===== src/rtl/keypad_pkg.sv =====
// rtl/keypad_pkg.sv - shared types and constants for the keypad scan controller
//
// Purpose: FSM state type, keypad geometry constants and a row-drive helper
//          used by keypad_scan_ctrl.
package keypad_pkg;

  localparam int NUM_KEYS = 16;
  localparam int ROWS     = 4;
  localparam int COLS     = 4;
  localparam int KEY_W    = 4;

  localparam logic [ROWS-1:0] ROW_IDLE = 4'b1111;

  typedef enum logic [1:0] {
    IDLE = 2'd0,
    SCAN = 2'd1,
    EVAL = 2'd2,
    EMIT = 2'd3
  } state_e;

  // Active-low one-hot drive for the selected row.
  function automatic logic [ROWS-1:0] row_drive(input logic [1:0] idx);
    return ~(ROWS'(1) << idx);
  endfunction

endpackage


===== src/rtl/keypad_evt_fifo.sv =====
// rtl/keypad_evt_fifo.sv - synchronous event FIFO with valid/ready ports
//
// Purpose: stores key events between the scan FSM and the consumer.
// Ports:
//   clk, rst          clock, synchronous active-high reset
//   s_tdata/s_tvalid  write side; s_tready low means a push would be dropped
//   m_tdata/m_tvalid  head entry; held stable until m_tready accepts it
//   m_tready          consumer accept
module keypad_evt_fifo #(
  parameter int DEPTH = 4,
  parameter int WIDTH = 5
) (
  input  logic             clk,
  input  logic             rst,
  input  logic [WIDTH-1:0] s_tdata,
  input  logic             s_tvalid,
  output logic             s_tready,
  output logic [WIDTH-1:0] m_tdata,
  output logic             m_tvalid,
  input  logic             m_tready
);

  localparam int AW = (DEPTH > 1) ? $clog2(DEPTH) : 1;
  localparam int CW = $clog2(DEPTH + 1);

  logic [WIDTH-1:0] mem_q [DEPTH];
  logic [WIDTH-1:0] mem_d [DEPTH];
  logic [AW-1:0]    wr_ptr_q, wr_ptr_d;
  logic [AW-1:0]    rd_ptr_q, rd_ptr_d;
  logic [CW-1:0]    count_q, count_d;
  logic             full;
  logic             do_push;
  logic             do_pop;

  function automatic logic [AW-1:0] ptr_inc(input logic [AW-1:0] p);
    return (p == AW'(DEPTH - 1)) ? '0 : p + AW'(1);
  endfunction

  assign full     = (count_q == CW'(DEPTH));
  assign m_tvalid = (count_q != '0);
  assign m_tdata  = mem_q[rd_ptr_q];
  assign do_pop   = m_tvalid && m_tready;
  // When full the head is valid, so a same-cycle pop frees the slot being written.
  assign s_tready = !full || m_tready;
  assign do_push  = s_tvalid && s_tready;

  always_comb begin
    mem_d    = mem_q;
    wr_ptr_d = wr_ptr_q;
    rd_ptr_d = rd_ptr_q;
    if (do_push) begin
      mem_d[wr_ptr_q] = s_tdata;
      wr_ptr_d        = ptr_inc(wr_ptr_q);
    end
    if (do_pop) begin
      rd_ptr_d = ptr_inc(rd_ptr_q);
    end
    count_d = count_q + CW'(do_push) - CW'(do_pop);
  end

  always_ff @(posedge clk) begin
    if (rst) begin
      for (int i = 0; i < DEPTH; i++) begin
        mem_q[i] <= '0;
      end
      wr_ptr_q <= '0;
      rd_ptr_q <= '0;
      count_q  <= '0;
    end else begin
      mem_q    <= mem_d;
      wr_ptr_q <= wr_ptr_d;
      rd_ptr_q <= rd_ptr_d;
      count_q  <= count_d;
    end
  end

endmodule


===== src/rtl/keypad_scan_ctrl.sv =====
// rtl/keypad_scan_ctrl.sv - 4x4 matrix keypad scanner with debounce and event FIFO
//
// Purpose: drives one row low at a time, samples the columns into a frame
//          snapshot, accepts a frame after DEB_SCANS identical frames and
//          emits press/release events in ascending key order.
// Ports:
//   clk, rst            clock, synchronous active-high reset
//   en                  scan enable
//   col[3:0]            active-low column inputs (asynchronous)
//   row[3:0]            active-low row drive, 4'b1111 when not scanning
//   key_state[15:0]     debounced pressed map, bit 4*row+col
//   ev_valid/ev_ready   event handshake
//   ev_code, ev_press   head event key index and press(1)/release(0)
//   overflow, clr_ovf   sticky dropped-event flag and its clear
module keypad_scan_ctrl
  import keypad_pkg::*;
#(
  parameter int CLK_DIV    = 25,
  parameter int DEB_SCANS  = 3,
  parameter int FIFO_DEPTH = 4
) (
  input  logic                clk,
  input  logic                rst,
  input  logic                en,
  input  logic [COLS-1:0]     col,
  output logic [ROWS-1:0]     row,
  output logic [NUM_KEYS-1:0] key_state,
  output logic                ev_valid,
  input  logic                ev_ready,
  output logic [KEY_W-1:0]    ev_code,
  output logic                ev_press,
  output logic                overflow,
  input  logic                clr_ovf
);

  localparam int             DIV_W    = $clog2(CLK_DIV);
  localparam logic [DIV_W-1:0] DIV_LAST = DIV_W'(CLK_DIV - 1);
  localparam logic [2:0]     DEB_CNT  = 3'(DEB_SCANS);
  localparam int             EV_W     = KEY_W + 1;

  state_e              state_q, state_d;
  logic [COLS-1:0]     sync1_q, sync1_d;
  logic [COLS-1:0]     sync2_q, sync2_d;
  logic [DIV_W-1:0]    div_q, div_d;
  logic [1:0]          row_idx_q, row_idx_d;
  logic [ROWS-1:0]     row_q, row_d;
  logic [NUM_KEYS-1:0] snapshot_q, snapshot_d;
  logic [NUM_KEYS-1:0] prev_snap_q, prev_snap_d;
  logic [2:0]          stable_cnt_q, stable_cnt_d;
  logic [NUM_KEYS-1:0] key_state_q, key_state_d;
  logic [KEY_W-1:0]    emit_idx_q, emit_idx_d;
  logic                overflow_q, overflow_d;

  logic [COLS-1:0]     col_pressed;
  logic [2:0]          cnt_next;
  logic                push;
  logic [EV_W-1:0]     push_data;
  logic                fifo_s_tready;
  logic [EV_W-1:0]     fifo_m_tdata;

  assign col_pressed = ~sync2_q;
  assign push_data   = {emit_idx_q, snapshot_q[emit_idx_q]};

  always_comb begin
    state_d      = state_q;
    sync1_d      = col;
    sync2_d      = sync1_q;
    div_d        = div_q;
    row_idx_d    = row_idx_q;
    snapshot_d   = snapshot_q;
    prev_snap_d  = prev_snap_q;
    stable_cnt_d = stable_cnt_q;
    key_state_d  = key_state_q;
    emit_idx_d   = emit_idx_q;
    push         = 1'b0;

    // Saturating count of identical consecutive frames.
    if (snapshot_q == prev_snap_q) begin
      cnt_next = (stable_cnt_q >= DEB_CNT) ? DEB_CNT : stable_cnt_q + 3'd1;
    end else begin
      cnt_next = 3'd1;
    end

    case (state_q)
      IDLE: begin
        div_d     = '0;
        row_idx_d = '0;
        if (en) state_d = SCAN;
      end
      SCAN: begin
        if (!en) begin
          state_d      = IDLE;
          div_d        = '0;
          row_idx_d    = '0;
          snapshot_d   = '0;
          stable_cnt_d = '0;
        end else if (div_q == DIV_LAST) begin
          div_d                                = '0;
          snapshot_d[{row_idx_q, 2'b00} +: COLS] = col_pressed;
          row_idx_d                            = row_idx_q + 2'd1;
          if (row_idx_q == 2'(ROWS - 1)) state_d = EVAL;
        end else begin
          div_d = div_q + DIV_W'(1);
        end
      end
      EVAL: begin
        if (!en) begin
          state_d      = IDLE;
          row_idx_d    = '0;
          snapshot_d   = '0;
          stable_cnt_d = '0;
        end else begin
          stable_cnt_d = cnt_next;
          prev_snap_d  = snapshot_q;
          if (cnt_next >= DEB_CNT && snapshot_q != key_state_q) begin
            state_d    = EMIT;
            emit_idx_d = '0;
          end else begin
            state_d = SCAN;
          end
        end
      end
      EMIT: begin
        push       = (snapshot_q[emit_idx_q] != key_state_q[emit_idx_q]);
        emit_idx_d = emit_idx_q + KEY_W'(1);
        if (emit_idx_q == KEY_W'(NUM_KEYS - 1)) begin
          key_state_d = snapshot_q;
          state_d     = en ? SCAN : IDLE;
        end
      end
      default: state_d = IDLE;
    endcase

    // Row drive follows the next state so row and state change together.
    row_d = (state_d == SCAN) ? row_drive(row_idx_d) : ROW_IDLE;

    if (push && !fifo_s_tready) begin
      overflow_d = 1'b1;
    end else if (clr_ovf) begin
      overflow_d = 1'b0;
    end else begin
      overflow_d = overflow_q;
    end
  end

  always_ff @(posedge clk) begin
    if (rst) begin
      state_q      <= IDLE;
      sync1_q      <= 4'b1111;
      sync2_q      <= 4'b1111;
      div_q        <= '0;
      row_idx_q    <= '0;
      row_q        <= ROW_IDLE;
      snapshot_q   <= '0;
      prev_snap_q  <= '0;
      stable_cnt_q <= '0;
      key_state_q  <= '0;
      emit_idx_q   <= '0;
      overflow_q   <= 1'b0;
    end else begin
      state_q      <= state_d;
      sync1_q      <= sync1_d;
      sync2_q      <= sync2_d;
      div_q        <= div_d;
      row_idx_q    <= row_idx_d;
      row_q        <= row_d;
      snapshot_q   <= snapshot_d;
      prev_snap_q  <= prev_snap_d;
      stable_cnt_q <= stable_cnt_d;
      key_state_q  <= key_state_d;
      emit_idx_q   <= emit_idx_d;
      overflow_q   <= overflow_d;
    end
  end

  keypad_evt_fifo #(
    .DEPTH (FIFO_DEPTH),
    .WIDTH (EV_W)
  ) u_evt_fifo (
    .clk      (clk),
    .rst      (rst),
    .s_tdata  (push_data),
    .s_tvalid (push),
    .s_tready (fifo_s_tready),
    .m_tdata  (fifo_m_tdata),
    .m_tvalid (ev_valid),
    .m_tready (ev_ready)
  );

  assign row       = row_q;
  assign key_state = key_state_q;
  assign ev_code   = fifo_m_tdata[EV_W-1:1];
  assign ev_press  = fifo_m_tdata[0];
  assign overflow  = overflow_q;

endmodule


===== config.mk =====
export PLATFORM = sky130hd
export DESIGN_NAME = keypad_scan_ctrl
export DESIGN_NICKNAME = d
export VERILOG_FILES = /design/src/rtl/keypad_pkg.sv /design/src/rtl/keypad_evt_fifo.sv /design/src/rtl/keypad_scan_ctrl.sv
export SDC_FILE = /design/constraint.sdc
export NUM_CORES = 1
export LEC_CHECK = 0
export CORE_MARGIN = 4
export CORE_UTILIZATION = 63
export DETAILED_ROUTE_END_ITERATION = 12
export GPL_ROUTABILITY_DRIVEN = 0
export MAX_ROUTING_LAYER = met4
export PLACE_DENSITY = 0.95
export SLEW_MARGIN = 25
export SYNTH_ARGS = -nofsm -noshare
export SYNTH_HDL_FRONTEND = slang
export SYNTH_SLANG_ARGS = --single-unit

===== constraint.sdc =====
create_clock -name clk -period 7.3 [get_ports clk]
set_input_delay 0.73 -clock clk [delete_from_list [all_inputs] [get_ports clk]]
set_output_delay 0.73 -clock clk [all_outputs]
set_load 0.05 [all_outputs]

==> out/summary.txt <==
outcome: completed
main flop type after synthesis: sky130_fd_sc_hd__dfxtp_1
gate count of the mapped netlist: 569
Post-CTS Setup Repair Bufs: 0
distinct cell type count of the synthesized netlist: 49
fraction of synthesized area in multiplexers: 10.7%
mean cell area of the mapped netlist: 8.90 sq um
first-pass iteration count of the detailed router: 5
count of clock tree sinks: 104
global-route wire length before repair: 19.8 mm
number of fill cells in the layout: 545
DRC violations left: 0
Boundary Pins: 36
overflow left after global routing: 0
kind of capture point of the worst setup path: flop
Cell Count, Final, Fillers Out: 693
number of routed nets with antenna violations: 0
P_leak: 2.13 nW
number of global-route vias before repair: 4223
GRT Max-Usage Layer: met2
CTS clock-pin slew for the worst setup and hold paths: 0.10 ns
worst slew pin tran: 0.987 ns
startpoint-to-endpoint class of the critical path: flop to flop
Core Box Area: 7770 sq um
number of core rows: 32
Place WS: 3.90 ns
Compound-Gate Fraction of Synth Area: 9.81%
share of cells above drive strength 1: 8.12%
Total Power Consumption: 1.09 mW
detailed placement HPWL: 7.88 mm
unrepaired setup endpoints after global routing: false
required time worst endpoint: 7.53 ns
sequential element share of the synthesized area: 41.1%
Max Cap Viol: 0
maximum single-stage delay on the critical path: 0.67 ns
synth top area cells: sky130_fd_sc_hd__dfxtp_1 41%, sky130_fd_sc_hd__nand2_1 7.8%, sky130_fd_sc_hd__a21oi_1 6.8%
initial antenna violation count: 0
number of buffers inserted by hold repair at cts: 0
overall track demand over capacity in global routing: 25.9%
synth warn: 0
power density over cell area: 193 nW/um^2
footprint of the multi-input gates: 2810 sq um
die boundary width: 97.7 um
dpl cells: 678
cell chain of the critical path: mux4_1 -> a22oi_2 -> nand3_2 -> xor2_2 -> and3_1 -> ha_1 -> inv_1 -> fa_1 -> xor2_1 -> xnor2_1 -> nor2_1
area of the mapped netlist: 5060 sq um
dominant combinational cell family by area after synthesis: simple AND/OR/NAND/NOR gates
Antenna Diode Count: 0
time the final worst path needs with I/O delays and setup: 3.50 ns
largest net degree at the start of global routing: 108
data arrival at the endpoint of the critical path: 3.73 ns
Final Util: 72.3%
TritonCTS clock tree: built
Period Utilization, post-route: 47.9%
H-Tree Level Count: 3
max-slew violations: 0
met2 track utilization from global routing: 42.9%
startpoint types: flop
clock skew after layout: 0.00913 ns
number of cells upsized or downsized after cts: 0
number of port buffers: 35
headroom to the max-slew limit: 34.2%
adder and majority cell fraction of the synthesized area: 4.35%
EDFF count, synth: 0
routing usage on met3: 5.89%
Yosys reg bits: 104
IR Drop Worst-Case VDD: 0.000114 V
fin nets: 613
Die Area: 9540 sq um
y dimension of the die: 97.7 um
Setup TNS Final: 0 ns
share of the synthesized area in the top cell type: 41.1%
vias per cell: 6.21
Register Area: 2080 sq um
number of buffers on the longest clock path: 2
worst setup margin: 3.80 ns
library cell with the largest summed area after synthesis: sky130_fd_sc_hd__dfxtp_1
number of buffers created by CTS: 9
total number of vias: 4303
routed wire length per instance: 17.0 um
number of nets produced by synthesis: 595
hold crit path type: flop to flop
drt first-iter violations: 378
latest clock arrival within the worst-skew pair: 0.37 ns
maximum clock frequency: 286 MHz
final hold violation count: 0
top cells by count, synth: 105 x sky130_fd_sc_hd__nand2_1, 104 x sky130_fd_sc_hd__dfxtp_1, 69 x sky130_fd_sc_hd__a21oi_1
effective utilization at floorplan: 65.2%
Synth async-reset ratio: 0%
area share of and/or/nand/nor cells after synthesis: 24.2%
most frequent cell after synthesis: sky130_fd_sc_hd__nand2_1
XOR/XNOR share of the synthesized area: 6.20%
Final Setup Violations: 0
cell at the slowest stage of the critical path: sky130_fd_sc_hd__dfxtp_1
Syn-to-layout area delta: 11.0%
sum of routed wire length over all layers: 11.7 mm
met1 usage: 29.9%
largest fanout on the critical path: 12
clock root buffer: sky130_fd_sc_hd__clkbuf_8
## power by group
part / total [mW] / leakage (nW) / internal [mW] / switching (mW)
Sequential: 0.602 / 0.841 / 0.581 / 0.0212
Clock: 0.360 / 0.102 / 0.166 / 0.194
Combinational: 0.123 / 1.18 / 0.0539 / 0.0692
## metrics by stage
step | hold slack [ns] | cell area [sq um]
global placement | 0.391 | 5420
detailed placement | 0.398 | 5420
finish | 0.417 | 5620
CTS | 0.420 | 5620
global route | 0.446 | 5620
floorplan | 0.389 | 5060
## flip-flops by register name (all words and copies together), names as in the netlist
name                 count
u_evt_fifo.mem_q        20
key_state               16
prev_snap_q             16
snapshot_q              16
div_q                    5
emit_idx_q               4
row                      4
sync1_q                  4
sync2_q                  4
stable_cnt_q             3
u_evt_fifo.count_q       3
row_idx_q                2
state_q                  2
u_evt_fifo.rd_ptr_q      2
u_evt_fifo.wr_ptr_q      2
overflow                 1
## per-layer routing
layer  vias up  share of wire (%)
li1       1988                  -
met1      2054                 38
met2       198                 50
met3        63                7.3
met4         0                4.0
met5         -                  0
## kinds of logic after synthesis
family / count (synthesis)
XOR/XNOR: 35
buffers and inverters: 44
AO/OA/AOI/OAI: 90
AND/OR/NAND/NOR: 244
flip-flops: 104
multiplexers: 35
adder cells (fa/ha/maj): 17
## layout make-up
| class | instances | share of cell area [%] |
|---|---|---|
| multi-input combinational | 421 | 49.9 |
| sequential | 104 | 37.1 |
| timing repair buffer | 36 | 6.28 |
| clock buffer | 10 | 2.45 |
| tap | 102 | 2.27 |
| clock inverter | 5 | 1.02 |
| inverter | 15 | 1.00 |
## cell usage in the layout (no fill, tap or decap), types with 2 or more instances in the layout
| master | count |
|---|---|
| sky130_fd_sc_hd__clkdlybuf4s50_1 | 34 |
| sky130_fd_sc_hd__xnor2_1 | 17 |
| sky130_fd_sc_hd__nand3_1 | 11 |
| sky130_fd_sc_hd__dfxtp_1 | 104 |
| sky130_fd_sc_hd__clkinv_2 | 2 |
| sky130_fd_sc_hd__nor3_1 | 4 |
| sky130_fd_sc_hd__clkinv_4 | 2 |
| sky130_fd_sc_hd__nor4_1 | 7 |
| sky130_fd_sc_hd__clkbuf_8 | 10 |
| sky130_fd_sc_hd__nor2_2 | 2 |
| sky130_fd_sc_hd__ha_1 | 16 |
| sky130_fd_sc_hd__nand2_1 | 105 |
| sky130_fd_sc_hd__mux2i_1 | 18 |
| sky130_fd_sc_hd__a22oi_2 | 2 |
| sky130_fd_sc_hd__inv_1 | 15 |
| sky130_fd_sc_hd__mux4_2 | 7 |
| sky130_fd_sc_hd__mux4_1 | 6 |
| sky130_fd_sc_hd__nand4b_1 | 4 |
| sky130_fd_sc_hd__a21oi_1 | 69 |
| sky130_fd_sc_hd__or3_1 | 21 |
| sky130_fd_sc_hd__or4_1 | 2 |
| sky130_fd_sc_hd__nor2_1 | 24 |
| sky130_fd_sc_hd__o21ai_0 | 8 |
| sky130_fd_sc_hd__nand2b_1 | 24 |
| sky130_fd_sc_hd__or2_2 | 9 |
| sky130_fd_sc_hd__and2_1 | 2 |
| sky130_fd_sc_hd__nand4_1 | 8 |
| sky130_fd_sc_hd__xor2_1 | 17 |
| sky130_fd_sc_hd__nand3_2 | 2 |
| sky130_fd_sc_hd__mux2_2 | 3 |
| sky130_fd_sc_hd__and3_1 | 2 |
| sky130_fd_sc_hd__nand4_2 | 2 |
| sky130_fd_sc_hd__nor2b_1 | 10 |
| sky130_fd_sc_hd__a31oi_1 | 3 |
## worst paths after layout
path,start,endpoint,slack (ns),cells after the start
min,sync1_q[0]$_SDFF_PP1_,sync2_q[0]$_SDFF_PP1_,0.42,1
min reg2reg,sync1_q[0]$_SDFF_PP1_,sync2_q[0]$_SDFF_PP1_,0.42,1
max reg2reg,emit_idx_q[0]$_SDFFE_PP0P_,u_evt_fifo.count_q[2]$_SDFF_PP0_,3.80,11
max,emit_idx_q[0]$_SDFFE_PP0P_,u_evt_fifo.count_q[2]$_SDFF_PP0_,3.80,11
## worst max-delay path, delay by kind of cell, from the launching register on
family / cells / cell delay, ns
AO/OA/AOI/OAI: 1 / 0.22
adder cells (fa/ha/maj): 2 / 0.56
flip-flops: 1 / 0.67
AND/OR/NAND/NOR: 3 / 0.48
XOR/XNOR: 3 / 0.70
multiplexers: 1 / 0.65
buffers and inverters: 1 / 0.07
Power figures use the tool's default switching activity.
